$ cat config.mk
export PLATFORM = sky130hd
export DESIGN_NAME = mips_cpu_mem_arbiter
export DESIGN_NICKNAME = d
export VERILOG_FILES = /design/src/rtl/mips_cpu_mem_arbiter.sv
export SDC_FILE = /design/constraint.sdc
export NUM_CORES = 1
export LEC_CHECK = 0
export BUFFER_PORTS_ARGS = -buffer_cell sky130_fd_sc_hd__buf_2
export CAP_MARGIN = 25
export CORE_MARGIN = 5
export CORE_UTILIZATION = 45
export CTS_CLUSTER_DIAMETER = 40
export DETAILED_ROUTE_END_ITERATION = 7
export PLACE_DENSITY = 0.75
export SYNTH_ARGS = -nofsm -noshare
export SYNTH_HDL_FRONTEND = slang
export SYNTH_SLANG_ARGS = --single-unit
$ cat constraint.sdc
create_clock -name clk -period 2.3 [get_ports clk]
set_clock_uncertainty 0.1 [all_clocks]
set_input_delay 0.23 -clock clk [delete_from_list [all_inputs] [get_ports clk]]
set_output_delay 0.23 -clock clk [all_outputs]
set_load 0.02 [all_outputs]
$ cat src/rtl/mips_cpu_mem_arbiter.sv
// mips_cpu_mem_arbiter: shares one Avalon-style memory bus between the
// instruction-fetch and load/store ports of a MIPS core. Each access is a
// fixed IDLE -> bus state -> RESP sequence, with byte-lane steering for
// sub-word stores, load extension, alignment checking and an optional
// waitrequest timeout.
module mips_cpu_mem_arbiter #(
    parameter int ADDR_WIDTH    = 32,
    parameter int DATA_PRIORITY = 1,
    parameter int STALL_LIMIT   = 0
) (
    input  logic                  clk,
    input  logic                  reset,
    input  logic                  instr_req,
    input  logic [ADDR_WIDTH-1:0] instr_addr,
    output logic                  instr_ready,
    output logic [31:0]           instr_rdata,
    input  logic                  data_req,
    input  logic                  data_we,
    input  logic [ADDR_WIDTH-1:0] data_addr,
    input  logic [1:0]            data_size,
    input  logic                  data_unsigned,
    input  logic [31:0]           data_wdata,
    output logic                  data_ready,
    output logic [31:0]           data_rdata,
    output logic                  err,
    output logic [ADDR_WIDTH-1:0] address,
    output logic                  read,
    output logic                  write,
    output logic [3:0]            byteenable,
    output logic [31:0]           writedata,
    input  logic                  waitrequest,
    input  logic [31:0]           readdata
);

    typedef enum logic [2:0] {IDLE, IREAD, DREAD, DWRITE, RESP} state_t;

    // Counter only needs to reach STALL_LIMIT-1; keep it 1 bit when disabled.
    localparam int CNT_W = (STALL_LIMIT > 0) ? $clog2(STALL_LIMIT + 1) : 1;
    localparam logic [CNT_W-1:0] STALL_LAST =
        (STALL_LIMIT > 0) ? CNT_W'(STALL_LIMIT - 1) : '0;

    state_t                state;
    logic [CNT_W-1:0]      stall_cnt;
    logic                  timed_out;

    logic                  pick_data;
    logic [ADDR_WIDTH-1:0] sel_addr;
    logic [1:0]            sel_size;
    logic [3:0]            sel_be;
    logic [31:0]           sel_wdata;
    logic                  sel_misaligned;

    // Load shape captured at acceptance so extension does not depend on
    // the requester keeping its inputs stable.
    logic [1:0]            ld_lane;
    logic [1:0]            ld_size;
    logic                  ld_unsigned;
    logic [31:0]           ld_shift;
    logic [31:0]           ld_ext;

    // Data port wins a tie only when DATA_PRIORITY is set; loser stays pending.
    assign pick_data = data_req && (!instr_req || (DATA_PRIORITY != 0));

    // Timeout fires on the STALL_LIMIT-th consecutive stalled strobe cycle.
    assign timed_out = (STALL_LIMIT > 0) && waitrequest && (stall_cnt == STALL_LAST);

    // Lane decode and alignment check for the request about to be accepted
    always_comb begin
        sel_addr       = pick_data ? data_addr : instr_addr;
        sel_size       = pick_data ? data_size : 2'b10;
        sel_be         = 4'b1111;
        sel_wdata      = data_wdata;
        sel_misaligned = 1'b0;
        case (sel_size)
            2'b00: begin
                sel_be    = 4'b0001 << sel_addr[1:0];
                sel_wdata = {4{data_wdata[7:0]}};
            end
            2'b01: begin
                sel_be         = sel_addr[1] ? 4'b1100 : 4'b0011;
                sel_wdata      = {2{data_wdata[15:0]}};
                sel_misaligned = sel_addr[0];
            end
            default: sel_misaligned = |sel_addr[1:0];
        endcase
    end

    // Shift the addressed lanes down to bit 0, then sign/zero extend
    always_comb begin
        ld_shift = readdata >> {ld_lane, 3'b000};
        case (ld_size)
            2'b00:   ld_ext = ld_unsigned ? {24'b0, ld_shift[7:0]}
                                          : {{24{ld_shift[7]}}, ld_shift[7:0]};
            2'b01:   ld_ext = ld_unsigned ? {16'b0, ld_shift[15:0]}
                                          : {{16{ld_shift[15]}}, ld_shift[15:0]};
            default: ld_ext = ld_shift;
        endcase
    end

    // Arbiter FSM with registered bus strobes and response outputs
    always_ff @(posedge clk) begin
        if (reset) begin
            state       <= IDLE;
            read        <= 1'b0;
            write       <= 1'b0;
            instr_ready <= 1'b0;
            data_ready  <= 1'b0;
            err         <= 1'b0;
            byteenable  <= '0;
            address     <= '0;
            writedata   <= '0;
            instr_rdata <= '0;
            data_rdata  <= '0;
            stall_cnt   <= '0;
            ld_lane     <= '0;
            ld_size     <= '0;
            ld_unsigned <= 1'b0;
        end else begin
            // Ready/err are single-cycle pulses emitted only while in RESP.
            instr_ready <= 1'b0;
            data_ready  <= 1'b0;
            err         <= 1'b0;
            case (state)
                IDLE: begin
                    if (instr_req || data_req) begin
                        ld_lane     <= sel_addr[1:0];
                        ld_size     <= sel_size;
                        ld_unsigned <= data_unsigned;
                        if (sel_misaligned) begin
                            // No bus cycle: straight to an error response.
                            state <= RESP;
                            err   <= 1'b1;
                            if (pick_data) begin
                                data_ready <= 1'b1;
                                data_rdata <= '0;
                            end else begin
                                instr_ready <= 1'b1;
                                instr_rdata <= '0;
                            end
                        end else begin
                            address    <= {sel_addr[ADDR_WIDTH-1:2], 2'b00};
                            byteenable <= sel_be;
                            writedata  <= (pick_data && data_we) ? sel_wdata : '0;
                            stall_cnt  <= '0;
                            read       <= !(pick_data && data_we);
                            write      <= pick_data && data_we;
                            state      <= !pick_data ? IREAD : (data_we ? DWRITE : DREAD);
                        end
                    end
                end
                IREAD, DREAD, DWRITE: begin
                    if (!waitrequest || timed_out) begin
                        read  <= 1'b0;
                        write <= 1'b0;
                        state <= RESP;
                        err   <= timed_out;
                        if (state == IREAD) begin
                            instr_ready <= 1'b1;
                            instr_rdata <= timed_out ? '0 : readdata;
                        end else begin
                            data_ready <= 1'b1;
                            if (timed_out)
                                data_rdata <= '0;
                            else if (state == DREAD)
                                data_rdata <= ld_ext;
                        end
                    end else if (stall_cnt != '1) begin
                        stall_cnt <= stall_cnt + 1'b1;
                    end
                end
                RESP:    state <= IDLE;
                default: state <= IDLE;
            endcase
        end
    end

endmodule

## Word-level counts from Yosys, hierarchy flattened

Index checks and enable logic that the tools add are counted.
W data, S select, Z words.

| operators by class | value |
|---|---|
| multipliers | 0 |
| bitwise gates (word level) | 3 |
| reductions and logical operators | 16 |
| shifts and indexed selects | 2 |
| divide/modulo/power cells | 0 |
| $add $sub $neg | 0 |
| muxes and demuxes | 49 |
| $lt $le $gt $ge | 0 |
| equal/unequal tests | 14 |

Operators with widths:

| kind | number |
|---|---|
| $mux W32 | 15 |
| $pmux W32 S2 | 4 |
| $shr A32 B5 Y32 | 1 |
| $ne A2 B2 Y1 const B | 9 |
| $mux W1 | 17 |
| $pmux W1 S2 | 5 |
| $mux W3 | 3 |
| $pmux W4 S2 | 1 |
| $reduce_and A7 Y1 | 1 |
| $eq A3 B2 Y1 const B | 2 |
| $pmux W3 S2 | 1 |
| $reduce_and A6 Y1 | 1 |
| $reduce_or A3 Y1 | 2 |
| $eq A2 B1 Y1 const B | 2 |
| $logic_not A2 Y1 | 2 |
| $mux W2 | 2 |
| $mux W4 | 1 |
| $reduce_and A2 Y1 | 2 |
| $reduce_and A4 Y1 | 1 |
| $shl A1 B2 Y4 const A | 1 |
| $eq A3 B1 Y1 const B | 1 |
| $logic_not A3 Y1 | 1 |
| $not A1 Y1 | 3 |
| $reduce_and A3 Y1 | 1 |
| 5 further kinds | 5 |

| storage, ports and cells | value |
|---|---|
| memory bits (writable) | 0 |
| latch bits | 0 |
| flip-flop bits (word level) | 143 |
| logic and storage cells | 98 |
| bits in read-only memories | 0 |
| memories kept | 0 |

## Logic depth before layout (Yosys ltp)

Gate-level depths: netlist of run 1.

| depth | value |
|---|---|
| depth after elaboration | 7 |
| gate-level depth with buffers | 7 |

## Worst setup path before layout of run 1

Ideal clock, no wire load.

| timing | value |
|---|---|
| path type | reg-to-reg |
| start point | register ld_lane[0] |
| end point | register data_rdata[29] |
| arrival | 1.411 ns |
| library setup time | 0.122 ns |
| slack | 0.668 ns |
| cell stages (with the launch flop) | 7 |
| data required time | 2.078 ns |
| period minus slack after synthesis | 1.632 ns |
| cells stage by stage | dfxtp_1 buf_2 mux2i_1 o21ai_0 o2111a_4 buf_6 a221o_1 |

| between the ends | value |
|---|---|
| longest elaborated chain between the ends | 7 |

Ends and longest elaborated chain:

| element | RTL line | source |
|---|---|---|
| start: declaration | 55 | `logic [1:0] ld_lane;` |
| start signal: assignment | 126 | `ld_lane <= sel_addr[1:0];` |
| $shr A32 B5 Y32 (*) | 90 | `ld_shift = readdata >> {ld_lane, 3'b000};` |
| $mux W32, on equally long branches | 94, 92 |  |
| $pmux W32 S2 (*) | 91 | `case (ld_size)` |
| $mux W32 (*) | 164 | `else if (state == DREAD)` |
| $mux W32 (*) | 157 | `if (state == IREAD) begin` |
| $mux W32 (*) | 152 | `if (!waitrequest \|\| timed_out) begin` |
| $pmux W32 S2 (*) | 123 | `case (state)` |
| end signal: assignment | 165 | `data_rdata <= ld_ext;` |
| end: declaration | 24 | `output logic [31:0] data_rdata,` |

Every way passes the cells marked *; elsewhere a longest branch is shown, timed or not. The select of a mux whose other input is x is not followed.
A chain may end at the register's enable or synchronous reset.

## Worst setup path after layout of run 1

| timing | value |
|---|---|
| start point | register state[2] |
| end point | register read |

| between the ends | value |
|---|---|
| longest elaborated chain between the ends | 4 |

Ends and longest elaborated chain:

| element | RTL line | source |
|---|---|---|
| start: declaration | 42 | `state_t state;` |
| start signal: assignment | 147 | `state <= !pick_data ? IREAD : (data_we ? DWRITE : DREAD);` |
| $eq A3 B1 Y1 / $eq A3 B2 Y1 (equally long branches) | 123 |  |
| $reduce_or A3 Y1 | 123 |  |
| $ne A2 B2 Y1 (no line) / $reduce_bool A2 Y1 (equally long branches) | - |  |
| $reduce_and A4 Y1 (no line) | - |  |
| end signal: assignment | 145 | `read <= !(pick_data && data_we);` |
| end: declaration | 27 | `output logic read,` |

Several ways; a longest one is shown, not always the timed one.

==> run summary, run 1 <==
Summed over all layers, the routed wires come to 21.9 mm. The horizontal die dimension came out at about 130 um. The mean area per synthesized cell is 9.42 um^2.

TritonCTS built the clock tree. The wire length of the first global-routing pass is 34.5 mm. The number of buffers created by CTS came out at 17.

The cell taking the most area after synthesis is dfxtp_1. The static leakage is about 4.2 nW. After synthesis, the share of flip-flops with an asynchronous set or reset is 0%. The setup path with the least slack is of type flip-flop to flip-flop. The die footprint came out at approximately 18000 um^2.

After synthesis, the most frequently instantiated cells are 143 x dfxtp_1, 81 x mux2i_1, 80 x nand2_1. The final-layout setup total negative slack is 0 ns. After layout, the minimum clock period comes to ~1.9 ns. The count of cells along the worst register-to-register path came out at 4.

For this design the top-level I/O count stands at between 200 and 300. The number of violations reported at the end of detailed-routing iteration 0 came out at ~500. The number of standard-cell rows in the floorplan came out at 44.

The post-route fraction of the period consumed by the critical path is roughly four fifths. In this run, synthesis produced a sequential element count of between 100 and 150. The antenna cell count came out at 0. In the final routing, the length of wire on met1 measures about 8.8 mm. In the detailed route, the total length drawn on met2 is between 10 and 15 mm. The area growth from synthesis to layout is 34.4%. Setup violations remaining at the end of the flow were counted as 0. For hold timing, the worst endpoint is writedata[31]. The endpoint of the worst-slack reg-to-reg timing path is read. The initial standard-cell utilization of the core came out at between 40 and 50%.

Of all nets on the critical path, the largest fanout is 18. The launch instance of the worst register-to-register path is state[2]. The tightest min-delay check is of the input port to flip-flop type. STA classifies the critical path startpoint as a flip-flop. Sequential cells were found to cover 42.5% of the synthesized design area.

The number of max-cap violations came out at 0. The number of warnings issued by yosys is 0. The number of global-route vias before repair came to ~6500. The core area came out at about 15000 um^2. The total clock sinks came out at 143. After detailed routing, the number of remaining DRC violations is 0. The total number of vias came out at between 6000 and 7000. The count of flip-flops with a built-in enable after synthesis came out at 0.

In the post-synthesis netlist, the cell with the most instances is dfxtp_1. Dividing the detail-routed wire length by the instance count gives approximately 19 um. The largest stage delay on the critical path is between 0.4 and 0.5 ns. Headroom to the max-slew limit came out at between 60% and 70%. Counting along the longest clock path gives a buffer depth of 2. The run finished with clean final reports. The vias per cell is 5.58. Once the clock tree was built, the setup fixing pass inserted 0 buffers. The pin slew with the least headroom to its limit came out at 0.558 ns. The quantity of I/O buffers inserted on ports is ~270. The setup slack on the worst flop-to-flop path is roughly 0.42 ns. The global-route usage over all layers is about a quarter. The mapped netlist covers slightly below 7000 um^2. The number of nets in the layout is around 1100. The post-cts hold buffer count came out at 33. The detailed placer's ending HPWL is around 16 mm. Routability-driven placement finished with a final weighted congestion of 0.898.

The detail route stage leaves a number of antenna-violating nets equal to 0. Among all stages on the critical path, the largest delay is contributed by dfxtp_1. The achievable frequency is 532 MHz. After synthesis, the cell types taking the most area are dfxtp_1 42%, mux2i_1 12%, a21oi_1 4.5%.

The later pin in the worst-skew pair is clocked with a latency of between 0.4 and 0.5 ns. The count of endpoints failing hold in the final timing report was 0. Traced cell by cell, the critical path runs through nor3_4 > and2b_2 > nand2_2 > o311ai_0. Clock-pin slew was measured on the worst setup and hold paths at 0.06 ns. The worst IR drop on VDD is 0.000589 V. The final-report max-slew violation count is 0. The post-CTS resize count is 0.

The number of instances on the worst hold path is 3. The H-tree was split into 4 levels. Global routing finished with a remaining overflow of 0.

Data on the critical path is required at its endpoint by 2.51 ns. Summed over its instances, the top area cell type makes up 42.5% of the synthesized netlist area. In the synthesized netlist the dominant register cell turns out to be dfxtp_1. The top layer reached by signal wires is met4. The number of detailed-route iterations in the first pass is 4. The non-filler instance count after layout is 1182. The chip height is about 130 um.

The data arrival time of the critical path came out at roughly 2.1 ns. Summed over all nets, wire length on met3 after detailed routing comes to 2.05 mm. The number of placed instances with taps included came out at approximately 1100.

The initial antenna violation count was 0. The largest net degree at the start of global routing came out at 52. The share of layout cells above drive strength 1 is around 36%.

The netlist uses 57 different library cells. The startpoint identified for the worst hold timing path is data_wdata[31]. The cell count after synthesis is slightly above 700. Dividing total power by cell area gives a power density of between 700 and 800 nW/um^2. Setup repair after global routing left no endpoint under its margin.

The clock tree root buffer cell is clkbuf_16. The endpoint kind of the worst setup timing path is a flip-flop.
-- flip-flops by register name, indices dropped and copies added, names as in the netlist --
register / count
data_rdata: 32
state: 3
err: 1
ld_unsigned: 1
ld_size: 2
byteenable: 4
instr_ready: 1
address: 30
data_ready: 1
read: 1
writedata: 32
instr_rdata: 32
ld_lane: 2
write: 1
-- power breakdown --
| group | total, mW | internal (mW) | leakage [nW] | switching (mW) |
|---|---|---|---|---|
| clock network | 2.76 | 1.72 | 0.282 | 1.04 |
| logic | 1.65 | 0.645 | 2.74 | 1.00 |
| registers | 2.75 | 2.64 | 1.16 | 0.112 |
-- cell type report --
type | count | area, um^2
fill | 1254 | 5530
clock buffer | 20 | 447
timing repair buffer | 323 | 1880
sequential | 143 | 2860
multi-input combinational | 498 | 3490
inverter | 3 | 11.3
clock inverter | 11 | 141
tap | 184 | 230
-- metal layers --
metal  vias up  track usage (%)
met2       346             39.9
met5         -                0
met1      3036             29.9
met3        38             7.86
met4         0             8.71
li1       3174                -
-- stage by stage --
stage	setup slack (ns)	total power, mW	instance area [um^2]	hold slack, ns	utilization (%)
4_1_cts	0.399	7.21	9060	0.000505	62.1
3_5_place_dp	0.390	4.40	8140	0.344	55.8
3_3_place_gp	0.464	4.38	8140	0.341	55.8
2_1_floorplan	0.668	3.89	6750	0.266	-
5_1_grt	0.261	7.49	9060	0.0129	62.1
6_report	0.419	7.16	9060	0.0208	62.1
-- worst max-delay path, delay by kind of cell, from the launching register on --
kind | cells | cell delay [ns]
AND/OR/NAND/NOR | 3 | 0.83
flip-flops | 1 | 0.48
AO/OA/AOI/OAI | 1 | 0.37
-- cell usage in the layout (no fill, tap or decap), types with 6 or more instances in the layout --
master / netlist / final
buf_2: 27 / 271
dfxtp_1: 143 / 142
mux2i_1: 81 / 81
nand2_1: 80 / 80
a21oi_1: 61 / 61
a211oi_1: 34 / 34
dlygate4sd3_1: 0 / 33
o21ai_0: 32 / 32
nor2b_1: 25 / 25
nor2_1: 20 / 20
nand4_1: 18 / 18
clkbuf_16: 0 / 17
mux2_2: 16 / 16
o211ai_1: 16 / 16
o31ai_1: 16 / 16
buf_4: 8 / 15
nand3b_1: 9 / 9
a211o_1: 9 / 9
a221o_1: 8 / 8
o2bb2ai_1: 8 / 8
a22o_1: 8 / 8
a211oi_2: 6 / 6
-- cells by family after synthesis --
kind of cell / share of synthesized area [%]
buffers and inverters: 6.20
and+or+nand+nor: 13.8
muxes: 15.0
other: 0.0556
AOI/OAI and AO/OA: 22.5
DFF: 42.5
-- worst max-delay path by stage --
stage,slack [ns],cells after the start,end,startpoint
2_1_floorplan,0.67,6,data_rdata[29],ld_lane[0]
3_3_place_gp,0.46,6,data_rdata[28],data_req
3_5_place_dp,0.39,4,read,state[2]
4_1_cts,0.40,4,read,state[2]
5_1_grt,0.26,4,read,state[2]
6_report,0.42,4,read,state[2]
No activity file was read; power rests on OpenSTA's default activity.
==> inputs of run 2 (changes only) <==
--- a/config.mk
+++ b/config.mk
@@ -5,13 +5,14 @@
 export SDC_FILE = /design/constraint.sdc
 export NUM_CORES = 1
 export LEC_CHECK = 0
+export ABC_AREA = 1
 export BUFFER_PORTS_ARGS = -buffer_cell sky130_fd_sc_hd__buf_2
 export CAP_MARGIN = 25
 export CORE_MARGIN = 5
 export CORE_UTILIZATION = 45
 export CTS_CLUSTER_DIAMETER = 40
 export DETAILED_ROUTE_END_ITERATION = 7
-export PLACE_DENSITY = 0.75
+export PLACE_DENSITY = 0.74
 export SYNTH_ARGS = -nofsm -noshare
 export SYNTH_HDL_FRONTEND = slang
 export SYNTH_SLANG_ARGS = --single-unit
==> constraint.sdc (replaced) <==
create_clock -name clk -period 1.75 [get_ports clk]
set_clock_uncertainty 0.1 [all_clocks]
set_input_delay 0.175 -clock clk [delete_from_list [all_inputs] [get_ports clk]]
set_output_delay 0.175 -clock clk [all_outputs]
set_load 0.02 [all_outputs]
==> run 2 against run 1 <==
Via count increased by 33%. Sequential share of layout area down 4.1 points. Wire length grew 23%. Count of clock-buffer cells in the layout down 1. Sequential power up 40%. First-iteration DRC count is 69% higher. Hold slack hardly changed. Fmax up 14%. Non-clock buffer count grew 73. Utilization grew 3.8 points. Critical path depth is 5 higher. Total power grew 50%.
==> run summary, run 2 <==
The initial standard-cell utilization of the core was 45.5% (was 46.2%). The quantity of I/O buffers inserted on ports came out at 271 (unchanged). The final instance area is 10400 um^2 (was 9060 um^2). The portion of total power attributed to the clock network is 32.2% (was 38.6%). The number of routed nets with antenna violations was 0 (unchanged).

The post-route fraction of the period consumed by the critical path came out at 94.4% (was 81.8%). The share of layout cells above drive strength 1 is 25.7% (was 36.3%). The total number of vias came out at 8746 (was 6594).

The most common library cell in the layout ignoring fill and taps is nand2_1 (was buf_2). The endpoint of the worst setup timing path was byteenable[2] (was read). The met1 layer wirelength in the final routing was 10.3 mm (was 8.77 mm).

The initial antenna violation count is 1 (was 0). The mean area per synthesized cell is 6.38 um^2 (was 9.42 um^2). Synth area leaders: dfxtp_1 40%, nand2_1 16%, nor2_1 11% (was dfxtp_1 42%, mux2i_1 12%, a21oi_1 4.5%). The proportion of power drawn by combinational gates is 31.9% (was 23.0%). The clock tree buffer depth is 2 (unchanged). The largest net degree at the start of global routing is 55 (was 52). The static leakage came out at 5.49 nW (was 4.19 nW). The number of buffers created by CTS came out at 17 (unchanged). The fill cell total of the finished layout is 1428 (was 1254). The leading register cell type out of synthesis is dfxtp_1 (unchanged). The number of unique standard cell types used by synthesis was 30 (was 57). The achievable frequency is 605 MHz (was 532 MHz). The number of warnings issued by yosys came out at 0 (unchanged). The global-route usage over all layers is 28.3% (was 24.3%). The proportion of netlist area held by the largest area contributor is 39.9% (was 42.5%).

The detailed placer's ending HPWL came out at 17.8 mm (was 15.7 mm). The depth of the CTS H-tree came out at 4 (unchanged). The internal power component came to 6.93 mW (was 5.00 mW). Result of the run: completed (unchanged). The worst setup path category is flip-flop to flip-flop (unchanged). The total grt overflow was 0 (unchanged). The final-report setup violation count was 0 (unchanged). The launch instance of the worst register-to-register path is state[1] (was state[2]).

The clock edge transition at the registers on the reported setup and hold paths came to 0.06 ns (about the same). The post-route worst setup slack is 0.0980 ns (was 0.419 ns). The clock tree root buffer cell is clkbuf_16 (unchanged). The worst IR drop on VDD is 0.000700 V (was 0.000589 V). The number of design rule violations left after detail routing came out at 0 (unchanged).

The final-report max-slew violation count is 0 (unchanged). The total power per unit cell area came out at 1030 nW/um^2 (was 790 nW/um^2). The data arrival time of the critical path is 1.91 ns (was 2.09 ns). The length of routed met3 wiring came out at 2.56 mm (was 2.05 mm). The top layer reached by signal wires is met4 (unchanged). The number of violations reported at the end of detailed-routing iteration 0 is 847 (was 502). The post-synthesis to final-layout area growth is 44.8% (was 34.4%). The cell area reported after detailed placement is 8860 um^2 (was 8140 um^2). The count of flip-flops with a built-in enable after synthesis came to 0 (unchanged).

The core area came out at 15800 um^2 (was 14600 um^2). Most frequent cells in the layout: 304 x nand2_1, 271 x buf_2, 213 x nor2_1 (was 271 x buf_2, 142 x dfxtp_1, 81 x mux2i_1). The number of nets in the layout came out at 1602 (was 1123). Leading cell types by count after synthesis: 305 x nand2_1, 215 x nor2_1, 143 x dfxtp_1 (was 143 x dfxtp_1, 81 x mux2i_1, 80 x nand2_1). The shortest clock period the worst path allows after layout came to 1.65 ns (was 1.88 ns). Regs by FF count: data_rdata x32, instr_rdata x32, writedata x32 (unchanged).

The count of endpoints failing hold in the final timing report was 0 (unchanged). The class of the tightest hold or removal check was input port to flip-flop (unchanged). The vias per cell came to 5.16 (was 5.58).

The number of detailed-route iterations in the first pass is 5 (was 4). The wire length of the first global-routing pass came out at 41.7 mm (was 34.5 mm). The detail-routed net length per standard cell came out at 15.9 um (was 18.5 um).

The data required time of the worst path came out at 2.01 ns (was 2.51 ns). The endpoint kind of the worst setup timing path was a flip-flop (unchanged). The count of cells along the worst register-to-register path came out at 9 (was 4). The startpoint kind of the worst setup timing path is a flip-flop (unchanged). The net switching fraction of the power is 35.6% (was 30.1%). The maximum fanout along the worst path was 27 (was 18). The cell area after technology mapping came out at 7180 um^2 (was 6740 um^2). The cell count after synthesis came out at 1125 (was 716). The endpoint of the worst-slack reg-to-reg timing path is byteenable[2] (was read). The number of max-cap violations is 0 (unchanged). The setup slack on the worst flop-to-flop path came out at 0.1 ns (was 0.42 ns).

The CTS tree is yes (unchanged). The die footprint is 18600 um^2 (was 17500 um^2). The launching element of the worst setup path was state[1] (was state[2]). The detailed-routed wire length on met2 is 12.9 mm (was 10.5 mm). The number of standard-cell rows in the floorplan came out at 46 (was 44).

The post-synthesis register bit count is 143 (unchanged). The total clock sinks came out at 143 (unchanged). The sequential fraction of the synthesis area came to 39.9% (was 42.5%).

The dominant cell by count in the synthesized netlist is nand2_1 (was dfxtp_1). The horizontal die dimension came out at 136 um (was 132 um). The total wire length after detailed routing is 26.9 mm (was 21.9 mm). The chip height was 136 um (was 132 um).

The pre-CTS worst setup slack came out at 0.00795 ns (was 0.390 ns). The net switching power is 3.83 mW (was 2.15 mW). The number of ports placed on the die boundary is 274 (unchanged). The cell taking the most area after synthesis is dfxtp_1 (unchanged). The clock latency on the worst-skew pair came out at 0.42 ns (about the same). The share of async-settable or async-resettable flops after synthesis is 0% (unchanged).

The number of global-route vias before repair is 8293 (was 6479). The final weighted congestion in routability-driven placement came out at 0.906 (was 0.898). The power share of the sequential group came to 35.9% (was 38.4%).
[run 2: changes by cell type after synthesis, moves of 25 or more]
cell and delta:
nand2_1 +225, a211oi_1 -29, nor2b_1 -25, nand3_1 +62, nor2_1 +195, inv_1 +78
mux2i_1 -81, o21ai_0 +56
[run 2: power groups by stage]
| stage | registers [mW] | clock network (mW) | logic (mW) |
|---|---|---|---|
| after detailed placement | 3.92 | 0 | 3.09 |
| after global placement | 3.91 | 0 | 3.06 |
| after CTS | 3.85 | 3.51 | 3.27 |
| final | 3.86 | 3.46 | 3.43 |
| after global routing | 3.90 | 3.68 | 3.77 |
| after floorplan | 4.34 | 0 | 1.57 |
[run 2: worst min path at each step]
stage                   startpoint            end  slack [ns]  depth (start not counted)
floorplan                    reset       state[2]        0.15                          1
global placement     data_unsigned    ld_unsigned        0.30                          3
detailed placement   data_unsigned    ld_unsigned        0.31                          3
CTS                   data_addr[6]     address[6]      0.0004                          5
global route        data_wdata[29]  writedata[29]        0.04                          5
finish              data_wdata[29]  writedata[29]        0.02                          5
[run 2: area by class of cell]
class / count / area (um^2) / share of cell area, %
Multi-Input combinational cell: 821 / 3650 / 35.1
Sequential cell: 143 / 2860 / 27.6
Timing Repair Buffer: 396 / 2730 / 26.2
Clock buffer: 19 / 443 / 4.26
Inverter: 86 / 325 / 3.13
Tap cell: 216 / 270 / 2.60
Clock inverter: 13 / 116 / 1.12
Antenna cell: 1 / 2.50 / 0.0241
[run 2: per-layer routing]
layer	vias up	track usage, %
li1	4253	-
met1	3907	33.9
met2	499	46.8
met3	87	7.55
met4	0	13.9
met5	-	0
[run 2: cell families after synthesis]
kind of cell / synth area share (%)
buffers and inverters: 9.61
other: 0.0523
AND/OR/NAND/NOR: 34.7
flip-flops: 39.9
AO/OA/AOI/OAI: 15.7
[run 2: timing repair]
action / 4_1_cts / 5_1_grt
setup buffers: 0 / 2
gates resized for setup: 0 / 12
hold endpoints to repair: 56 / 0
hold buffers: 83 / 0
endpoints found under the setup margin: 0 / 120
[run 2: critical path, stage by stage (launching register included)]
cell and delay, ns:
dfxtp_2 0.34, nor2_2 0.13, nand2_2 0.10, inv_2 0.10, nand3_4 0.11, nor2_4 0.15, buf_12 0.14, clkbuf_16 0.20
nand2_1 0.07, a21oi_1 0.14
[run 2: through the flow]
| stage | hold slack, ns | cells | power (mW) | setup TNS, ns | util (%) |
|---|---|---|---|---|---|
| after global routing | 0.0367 | 1695 | 11.4 | -0.123 | 65.9 |
| final | 0.0211 | 1695 | 10.8 | 0 | 65.9 |
| after floorplan | 0.153 | 1126 | 5.91 | 0 | - |
| after global placement | 0.301 | 1574 | 6.97 | 0 | 56.2 |
| after CTS | 0.000365 | 1689 | 10.6 | 0 | 65.0 |
| after detailed placement | 0.307 | 1574 | 7.01 | 0 | 56.2 |
